**config.mk**
```make
export PLATFORM = sky130hd
export DESIGN_NAME = instruction_fetch
export DESIGN_NICKNAME = d
export VERILOG_FILES = /design/src/rtl/fetch_pkg.sv /design/src/rtl/fetch_fifo.sv /design/src/rtl/instruction_fetch.sv
export SDC_FILE = /design/constraint.sdc
export NUM_CORES = 1
export LEC_CHECK = 0
export BUFFER_PORTS_ARGS = -buffer_cell sky130_fd_sc_hd__buf_2
export CAP_MARGIN = 20
export CORE_MARGIN = 1.5
export CORE_UTILIZATION = 63
export CTS_CLUSTER_SIZE = 14
export DETAILED_ROUTE_END_ITERATION = 10
export MAX_ROUTING_LAYER = met4
export PLACE_DENSITY = 0.9
export SYNTH_ARGS = -nofsm -noshare
export SYNTH_HDL_FRONTEND = slang
export SYNTH_SLANG_ARGS = --single-unit
```
**constraint.sdc**
```tcl
create_clock -name iCLK -period 8.05 [get_ports iCLK]
set_input_delay 0.4025 -clock iCLK [delete_from_list [all_inputs] [get_ports iCLK]]
set_output_delay 0.4025 -clock iCLK [all_outputs]
set_load 0.01 [all_outputs]
```
**src/rtl/fetch_pkg.sv**
```systemverilog
// Shared fetch-stage definitions.
//   XLEN_DEF       default address / instruction width
//   fetch_state_e  fetch FSM states (FETCH issues requests, DRAIN waits out dropped responses)
//   fetch_entry_t  {instr, pc} pair as presented to decode at the default width
//   OPC_*          RV32 opcodes of the redirecting instructions, shared with program_counter
package fetch_pkg;

  localparam int XLEN_DEF = 32;

  typedef enum logic {
    FETCH = 1'b0,
    DRAIN = 1'b1
  } fetch_state_e;

  typedef struct packed {
    logic [XLEN_DEF-1:0] instr;
    logic [XLEN_DEF-1:0] pc;
  } fetch_entry_t;

  localparam logic [6:0] OPC_JALR   = 7'h67;
  localparam logic [6:0] OPC_BRANCH = 7'h63;
  localparam logic [6:0] OPC_JAL    = 7'h6f;

endpackage

```
**src/rtl/fetch_fifo.sv**
```systemverilog
// Small synchronous FIFO used twice by the fetch stage (pc-tag queue and instruction buffer).
// Ports:
//   iCLK, iRST   clock, synchronous active-high reset
//   iClear       empty the FIFO on the next edge (redirect)
//   iPush/iData  write an entry; ignored when full unless a pop frees a slot the same cycle
//   iPop         drop the head; ignored when empty
//   oHead        head entry, all zeros while empty
//   oCount       occupancy, 0..DEPTH
module fetch_fifo #(
  parameter int  DEPTH = 4,
  parameter type T     = logic [31:0]
) (
  input  logic                     iCLK,
  input  logic                     iRST,
  input  logic                     iClear,
  input  logic                     iPush,
  input  T                         iData,
  input  logic                     iPop,
  output T                         oHead,
  output logic [$clog2(DEPTH):0]   oCount
);

  localparam int AW = $clog2(DEPTH);
  localparam int CW = AW + 1;

  T               mem_q [DEPTH];
  logic [AW-1:0]  wr_ptr_q, rd_ptr_q;
  logic [CW-1:0]  count_q;
  logic           do_push, do_pop, empty;

  assign empty   = (count_q == '0);
  assign do_pop  = iPop && !empty;
  assign do_push = iPush && ((count_q != CW'(DEPTH)) || do_pop);

  // Pointers are AW bits wide, so they wrap modulo DEPTH for free.
  always_ff @(posedge iCLK) begin
    if (iRST || iClear) begin
      wr_ptr_q <= '0;
      rd_ptr_q <= '0;
      count_q  <= '0;
    end else begin
      if (do_push) wr_ptr_q <= wr_ptr_q + AW'(1);
      if (do_pop)  rd_ptr_q <= rd_ptr_q + AW'(1);
      count_q <= count_q + CW'(do_push) - CW'(do_pop);
    end
  end

  // Storage needs no reset: the head is masked by the occupancy count.
  always_ff @(posedge iCLK) begin
    if (do_push && !iRST && !iClear) mem_q[wr_ptr_q] <= iData;
  end

  assign oHead  = empty ? T'('0) : mem_q[rd_ptr_q];
  assign oCount = count_q;

endmodule

```
**src/rtl/instruction_fetch.sv**
```systemverilog
// Fetch stage between program_counter and decode. Issues in-order reads for iPC, tags each
// request with its PC, buffers returned words and hands {instr, pc} to decode.
// Optional feature macro: IFETCH_ALIGN_CHECK_EN (misaligned-PC stall with sticky oMisalign).
// Ports:
//   iCLK, iRST                      clock, synchronous active-high reset
//   iPC                             current fetch address
//   iFlush                          redirect: drop buffered and in-flight words
//   oPCAdvance                      request accepted this cycle, PC may step
//   oIMemReq/oIMemAddr/iIMemGnt     memory request handshake
//   iIMemRvalid/iIMemRdata          in-order read data
//   oValid/oInstr/oInstrPC/iReady   decode handshake
//   oMisalign                       sticky misaligned-fetch flag (0 unless the macro is set)
module instruction_fetch
  import fetch_pkg::*;
#(
  parameter int DEPTH = 4,
  parameter int XLEN  = XLEN_DEF
) (
  input  logic            iCLK,
  input  logic            iRST,
  input  logic [XLEN-1:0] iPC,
  input  logic            iFlush,
  output logic            oPCAdvance,
  output logic            oIMemReq,
  output logic [XLEN-1:0] oIMemAddr,
  input  logic            iIMemGnt,
  input  logic            iIMemRvalid,
  input  logic [XLEN-1:0] iIMemRdata,
  output logic            oValid,
  output logic [XLEN-1:0] oInstr,
  output logic [XLEN-1:0] oInstrPC,
  input  logic            iReady,
  output logic            oMisalign
);

  localparam int CW = $clog2(DEPTH) + 1;

  typedef struct packed {
    logic [XLEN-1:0] instr;
    logic [XLEN-1:0] pc;
  } entry_t;

  fetch_state_e   state_q, state_d;
  logic [CW-1:0]  drop_q, drop_d;
  logic [CW-1:0]  outstanding;   // tag-queue occupancy == requests still awaiting data
  logic [CW-1:0]  buf_count;
  logic [CW:0]    credit_used;
  logic [XLEN-1:0] tag_head;
  entry_t         buf_head, buf_in;
  logic           accept, rsp_keep, rsp_drop, fetch_blocked;

`ifdef IFETCH_ALIGN_CHECK_EN
  logic misalign_q, misalign_d;

  always_comb begin
    misalign_d = misalign_q;
    if (iFlush)                                    misalign_d = 1'b0;
    else if (state_q == FETCH && iPC[1:0] != 2'b00) misalign_d = 1'b1;
  end

  always_ff @(posedge iCLK) begin
    if (iRST) misalign_q <= 1'b0;
    else      misalign_q <= misalign_d;
  end

  assign fetch_blocked = misalign_q || (iPC[1:0] != 2'b00);
  assign oMisalign     = misalign_q;
`else
  assign fetch_blocked = 1'b0;
  assign oMisalign     = 1'b0;
`endif

  // Buffered plus outstanding words never exceed DEPTH, so a response always has a slot.
  assign credit_used = {1'b0, buf_count} + {1'b0, outstanding};
  assign oIMemReq    = !iRST && (state_q == FETCH) && (credit_used < (CW+1)'(DEPTH))
                       && !iFlush && !fetch_blocked;
  assign accept      = oIMemReq && iIMemGnt;
  assign oPCAdvance  = accept;
  assign oIMemAddr   = iPC;

  assign rsp_keep = iIMemRvalid && (drop_q == '0);
  assign rsp_drop = iIMemRvalid && (drop_q != '0);

  always_comb begin
    state_d = state_q;
    drop_d  = drop_q;
    if (rsp_drop) drop_d = drop_q - CW'(1);
    // Everything still in flight after this cycle's response becomes a response to discard.
    if (iFlush) drop_d = drop_d + outstanding - CW'(rsp_keep);
    case (state_q)
      FETCH:   if (iFlush && drop_d != '0) state_d = DRAIN;
      DRAIN:   if (drop_d == '0)           state_d = FETCH;
      default: state_d = FETCH;
    endcase
  end

  always_ff @(posedge iCLK) begin
    if (iRST) begin
      state_q <= FETCH;
      drop_q  <= '0;
    end else begin
      state_q <= state_d;
      drop_q  <= drop_d;
    end
  end

  fetch_fifo #(.DEPTH(DEPTH), .T(logic [XLEN-1:0])) u_tag_fifo (
    .iCLK   (iCLK),
    .iRST   (iRST),
    .iClear (iFlush),
    .iPush  (accept),
    .iData  (iPC),
    .iPop   (rsp_keep),
    .oHead  (tag_head),
    .oCount (outstanding)
  );

  assign buf_in = '{instr: iIMemRdata, pc: tag_head};

  fetch_fifo #(.DEPTH(DEPTH), .T(entry_t)) u_instr_fifo (
    .iCLK   (iCLK),
    .iRST   (iRST),
    .iClear (iFlush),
    .iPush  (rsp_keep),
    .iData  (buf_in),
    .iPop   (oValid && iReady),
    .oHead  (buf_head),
    .oCount (buf_count)
  );

  assign oValid   = (buf_count != '0);
  assign oInstr   = buf_head.instr;
  assign oInstrPC = buf_head.pc;

endmodule

```
Word level (Yosys, flattened, before mapping)

Memories as Yosys holds them, arrays and structs flattened. A register that Yosys moved wholly into a read port is not among the register bits.
Index checks and enable logic that the tools add are counted.

Register bits after elaboration: 18
Bits in writable memories: 384
Bits of input ports: 70
Output and inout bits: 100
Logic and storage cells: 71
Memories: 2

Memories:

| name               | words | width | rd ports | clocked after Yosys merged registers in | write ports | RTL line         | text |
|---|---|---|---|---|---|---|---|
| u_instr_fifo.mem_q | 4     | 64    | 1        | 1                                       | 1           | fetch_fifo.sv:26 | `T mem_q [DEPTH];` |
| u_tag_fifo.mem_q   | 4     | 32    | 1        | 1                                       | 1           | fetch_fifo.sv:26 |  |

Add/sub/neg operators: 12
Order comparisons: 1
Equality and inequality tests: 2
Mux-type cells: 15
Bitwise gates (word level): 1
Reduce and logical (&&, ||, !) cells: 30

Operators with widths:

| cell                                               | count |
|---|---|
| two-way mux 64 bit                                 | 1 |
| two-way mux 32 bit                                 | 1 |
| logical AND 1 bit                                  | 16 |
| zero test 3 bit                                    | 4 |
| nonzero test 3 bit                                 | 3 |
| subtractor 3 x 1 -> 3 bit                          | 3 |
| adder 2 x 1 -> 2 bit, second input constant        | 4 |
| two-way mux 2 bit                                  | 4 |
| adder 3 x 1 -> 3 bit                               | 2 |
| two-way mux 1 bit                                  | 6 |
| two-way mux 3 bit                                  | 2 |
| != test 3 bit, second input constant               | 2 |
| adder 3 x 3 -> 4 bit                               | 1 |
| zero test 1 bit                                    | 4 |
| < comparator 4 x 3 -> 1 bit, second input constant | 1 |
| adder 3 bit                                        | 1 |
| logical OR 1 bit                                   | 3 |
| subtractor 3 x 1 -> 3 bit, second input constant   | 1 |
| case mux 1 bit (2 select lines)                    | 1 |
| inverter 1 bit                                     | 1 |

Logic depth before layout (Yosys ltp)

Word-level depth: 10
Depth in mapped cells: 12
Gate-level depth less buffers: 12

Modules after synthesis

From an unflattened synthesis, not the netlist that was laid out.

Cell total of the unflattened synthesis: 785
Area total of the unflattened synthesis: 16105.4 um^2

By module, submodules not included:

| module                     | instances | cells an instance | area each (um^2) | seq. area each (um^2) |
|---|---|---|---|---|
| fetch_fifo at u_instr_fifo | 1         | 454               | 10146.0          | 7867.5 |
| fetch_fifo at u_tag_fifo   | 1         | 251               | 5311.3           | 4023.9 |
| instruction_fetch          | 1         | 80                | 648.1            | 80.1 |

Worst setup path after synthesis

OpenSTA, ideal clock, no wires.

Kind: register -> register
From: register drop_q[0]
To: memory u_instr_fifo.mem_q[0][0] in the netlist's numbering, enable pin
Setup time: 429 ps
Data arrival time: 2664 ps
Required time: 7621 ps
Slack: 4956 ps
Stages on the path, launching flop included: 6
Path buffers: 0
Clock period less this slack: 3094 ps
Path through: dfxtp_1 > inv_1 > ha_1 > nand3b_2 > nor2_1 > and3_1

Longest elaborated chain between the ends: 7

Ends and longest elaborated chain:

| item                                    | RTL line                 | text |
|---|---|---|
| start: declaration                      | instruction_fetch.sv:44  | `logic [CW-1:0] drop_q, drop_d;` |
| start signal: assignment                | instruction_fetch.sv:103 | `drop_q <= drop_d;` |
| zero test 3 bit                         | instruction_fetch.sv:81  | `assign rsp_keep = iIMemRvalid && (drop_q == '0);` |
| logical AND 1 bit                       | instruction_fetch.sv:81  |  |
| logical AND 1 bit                       | fetch_fifo.sv:33         | `assign do_push = iPush && ((count_q != CW'(DEPTH)) \|\| do_pop);` |
| logical AND 1 bit (2 in series)         | fetch_fifo.sv:50         | `if (do_push && !iRST && !iClear) mem_q[wr_ptr_q] <= iData;` |
| two-way mux 1 bit                       | fetch_fifo.sv:50         |  |
| two-way mux 1 bit (not written as such) | fetch_fifo.sv:50         |  |
| end: declaration                        | fetch_fifo.sv:26         |  |

No other way between the ends.

==> qor.csv <==
stage,metric,value,unit
synth,post-synthesis sequential area ratio,74.5,%
critical_path,CP arrival,2890,ps
status,status,"complete, no violations",
synth,syn_nets,873,
cells_and_area,register area,12000,sq um
synth,Most used DFF post-synth,edfxtp_1,
floorplan,Initial Util,64.0,%
synth,Post-synth ARST share,0,%
sta,setup_tns,0,ps
routing,final WL,28.9,mm
job,maxcap violations,0,
routing,drt first-iter violations,551,
placed_design,GPL Wtd Cong,0.794,
power_and_ir_drop,P_leak,6.28,nW
clock_tree,CTS tree,yes,
routing,post-route ant nets,0,
grt,total gr overflow,0,
cells_and_area,share of cells above drive strength 1,35.3,%
hold_path,hold crit path type,in2reg,
clock_tree,Post-CTS Hold Fix Bufs,0,
routing,First-pass DRT Iterations,5,
routing,wire per inst,22.4,microns
sta,final-report setup violation count,0,
clock_tree,worst skew pair latency,530,ps
floorplan,Die Ht,163,microns
synth,most frequent cell after synthesis,edfxtp_1,
synth,#FFs+latches synth,406,
synth,post-synth top area cell,edfxtp_1,
sta,Tcrit/Tclk final,40.9,%
power_and_ir_drop,internal power,0.00367,W
clock_tree,clk slew on worst S/H paths,60,ps
power_and_ir_drop,Peak VDD IR,0.245,mV
power_and_ir_drop,power per cell area,266,nW/um^2
sta,fmax,303,MHz
grt,total track usage,23.2,%
synth,Post-Synthesis Cells,782,
grt,vias in the first global route,7600,
floorplan,num rows,58,
placed_design,Placement Setup Slack,5210,ps
clock_tree,H-tree depth reported by CTS,2,
power_and_ir_drop,Comb pwr share,15.0,%
cells_and_area,fill count,1442,
clock_tree,Root Driver,clkbuf_16,
power_and_ir_drop,switching pwr,0.00117,W
sta,worst rel slew slack,33.4,%
critical_path,Required @ worst endpoint,7650,ps
sta,worst setup margin,4750,ps
synth,top-area cell type share of the netlist area,71.8,%
critical_path,maximum fanout along the worst path,38,
critical_path,critical path class,reg2out,
synth,"Avg Cell Area, Syn",20.5,sq um
grt,initial antenna violation count,1,
power_and_ir_drop,Sequential Power Share,49.9,%
cells_and_area,Nets,1024,
synth,Yosys warnings,0,
placed_design,Final HPWL DP,16.4,mm
routing,DRC,0,
sta,Max Slew Vio Count,0,
cells_and_area,Area Growth Syn to Fin,13.0,%
routing,Vias/cell,5.90,
cells_and_area,area of the multi-input gates,3620,sq um
synth,"EDFF count, synth",384,
grt,first-pass GRT wire length,44.1,mm
placed_design,Port Buffer Count,168,
sta,RSZ-0062 raised after global routing,no,
critical_path,CP startpoint kind,flop,
clock_tree,# resized after CTS,0,
sta,post-layout minimum cycle time,3300,ps
power_and_ir_drop,sw frac,24.1,%
floorplan,Core Box Area,25100,sq um
power_and_ir_drop,clock share of power,35.1,%
clock_tree,total CTS buffers,38,
floorplan,die extent in x,163,microns
sta,clock skew,19.8,ps
synth,synth cell count leaders,"edfxtp_1, mux4_2, and2_1",
sta,slew at the pin closest to its max-slew limit,999,ps
floorplan,DIE AREA,26500,sq um
grt,largest net degree at the start of global routing,68,
clock_tree,largest buffer count on any clock path,3,
synth,Netlist cell types,42,
sta,final count of hold timing violations,0,
clock_tree,post-CTS setup buffer count,0,
clock_tree,Clock Sinks,406,
synth,"top cells by area, synth","edfxtp_1, mux4_2, dfxtp_1",
synth,mapped cell area,16100,sq um
critical_path,Worst setup EP type,output pin,
floorplan,total I/O pin count,170,
routing,DR vias,7622,
## metrics by stage
step | utilization [%] | total power [W] | cells | instance area (sq um) | hold slack, ps
6_report | 72.3 | 0.00484 | 1292 | 18200 | 88.3
5_1_grt | 72.3 | 0.00502 | 1292 | 18200 | 73.0
4_1_cts | 72.3 | 0.00488 | 1291 | 18200 | 64.6
3_5_place_dp | 67.6 | 0.00319 | 1223 | 17000 | 494
3_3_place_gp | 67.6 | 0.00316 | 1223 | 17000 | 479
2_1_floorplan | - | 0.00293 | 782 | 16100 | 468
## flip-flops by register name (all words and copies together), names as in the netlist, named ones only
| name | flops |
|---|---|
| drop_q | 3 |
| u_instr_fifo.mem_q | 256 |
| u_tag_fifo.oCount | 3 |
| state_q | 1 |
| u_instr_fifo.rd_ptr_q | 2 |
| u_tag_fifo.wr_ptr_q | 2 |
| u_tag_fifo.rd_ptr_q | 2 |
| u_instr_fifo.oCount | 3 |
| u_tag_fifo.mem_q | 128 |
| u_instr_fifo.wr_ptr_q | 2 |
## logic make-up after synthesis
group                      count (synthesis)  synth area share (%)
AOI/OAI and AO/OA                          6                 0.265
xor gates and xnor gates                  13                 0.794
adders and majority gates                 21                  1.78
buffers and inverters                     81                  3.11
DFF                                      406                  74.5
muxes                                     99                  13.6
other                                      1                0.0233
and+or+nand+nor                          155                  5.88
## path summary, 6_finish.rpt
| path | start | end | slack, ps | cells past startpoint |
|---|---|---|---|---|
| hold reg to reg | u_tag_fifo.wr_ptr_q[1]$_SDFFE_PP0N_ | u_tag_fifo.wr_ptr_q[1]$_SDFFE_PP0N_ | 500 | 2 |
| hold / removal | iIMemRdata[5] | u_instr_fifo.mem_q[1][37]$_DFFE_PP_ | 90 | 1 |
| setup reg to reg | drop_q[0]$_SDFF_PP0_ | state_q$_SDFF_PP0_ | 5260 | 11 |
| setup / recovery | flop | oInstrPC[30] | 4750 | 4 |
## worst max-delay path, stage by stage, from the launching register on
cell and delay (ps):
dfxtp_4 690, buf_4 700, mux4_2 610, and2_1 190
buf_2 140
## per-layer routing
layer / vias up / share of wire [%] / GRT usage, %
met3: 57 / 7.2 / 4.02
met2: 369 / 50 / 36.5
met4: 0 / 2.7 / 7.88
met1: 3863 / 40 / 31.4
met5: - / 0 / -
li1: 3333 / - / -
## power groups by stage
stage	Sequential, W	Clock [W]	Combinational [W]
finish	0.00241	0.00170	0.000724
CTS	0.00242	0.00173	0.000737
detailed placement	0.00246	0	0.000728
global placement	0.00245	0	0.000710
floorplan	0.00244	0	0.000489
global route	0.00242	0.00181	0.000794
## layout make-up
type | count | area share [%]
sequential | 406 | 66.0
timing repair buffer | 177 | 5.00
multi-input combinational | 295 | 20.0
antenna | 1 | 0.0138
clock inverter | 20 | 1.01
clock buffer | 48 | 5.44
tap | 330 | 2.27
inverter | 15 | 0.310
## placed cells by master, fill, tap and decap left out, types with 2 or more instances in the layout
| master | netlist | final |
|---|---|---|
| edfxtp_1 | 384 | 384 |
| buf_2 | 7 | 168 |
| dfxtp_1 | 22 | 19 |
| clkbuf_16 | 0 | 38 |
| bufinv_16 | 0 | 3 |
| inv_6 | 0 | 2 |
| and2_1 | 68 | 68 |
| xor2_1 | 2 | 2 |
| nand3_1 | 2 | 2 |
| xnor2_1 | 10 | 10 |
| or2_2 | 2 | 2 |
| a21oi_1 | 2 | 2 |
| fa_1 | 3 | 3 |
| and3_2 | 2 | 2 |
| and3_1 | 9 | 5 |
| dfxtp_4 | 0 | 2 |
| mux2i_1 | 2 | 2 |
| clkinv_2 | 0 | 2 |
| buf_4 | 38 | 9 |
| nor2b_1 | 13 | 13 |
| mux4_2 | 96 | 96 |
| clkinv_1 | 0 | 11 |
| inv_1 | 15 | 15 |
| clkbuf_1 | 12 | 10 |
| and2b_1 | 19 | 19 |
| ha_1 | 18 | 18 |
| nand2_1 | 6 | 6 |
| nor2_1 | 23 | 23 |
| and3_4 | 0 | 4 |
(Power assumes the default switching activity.)
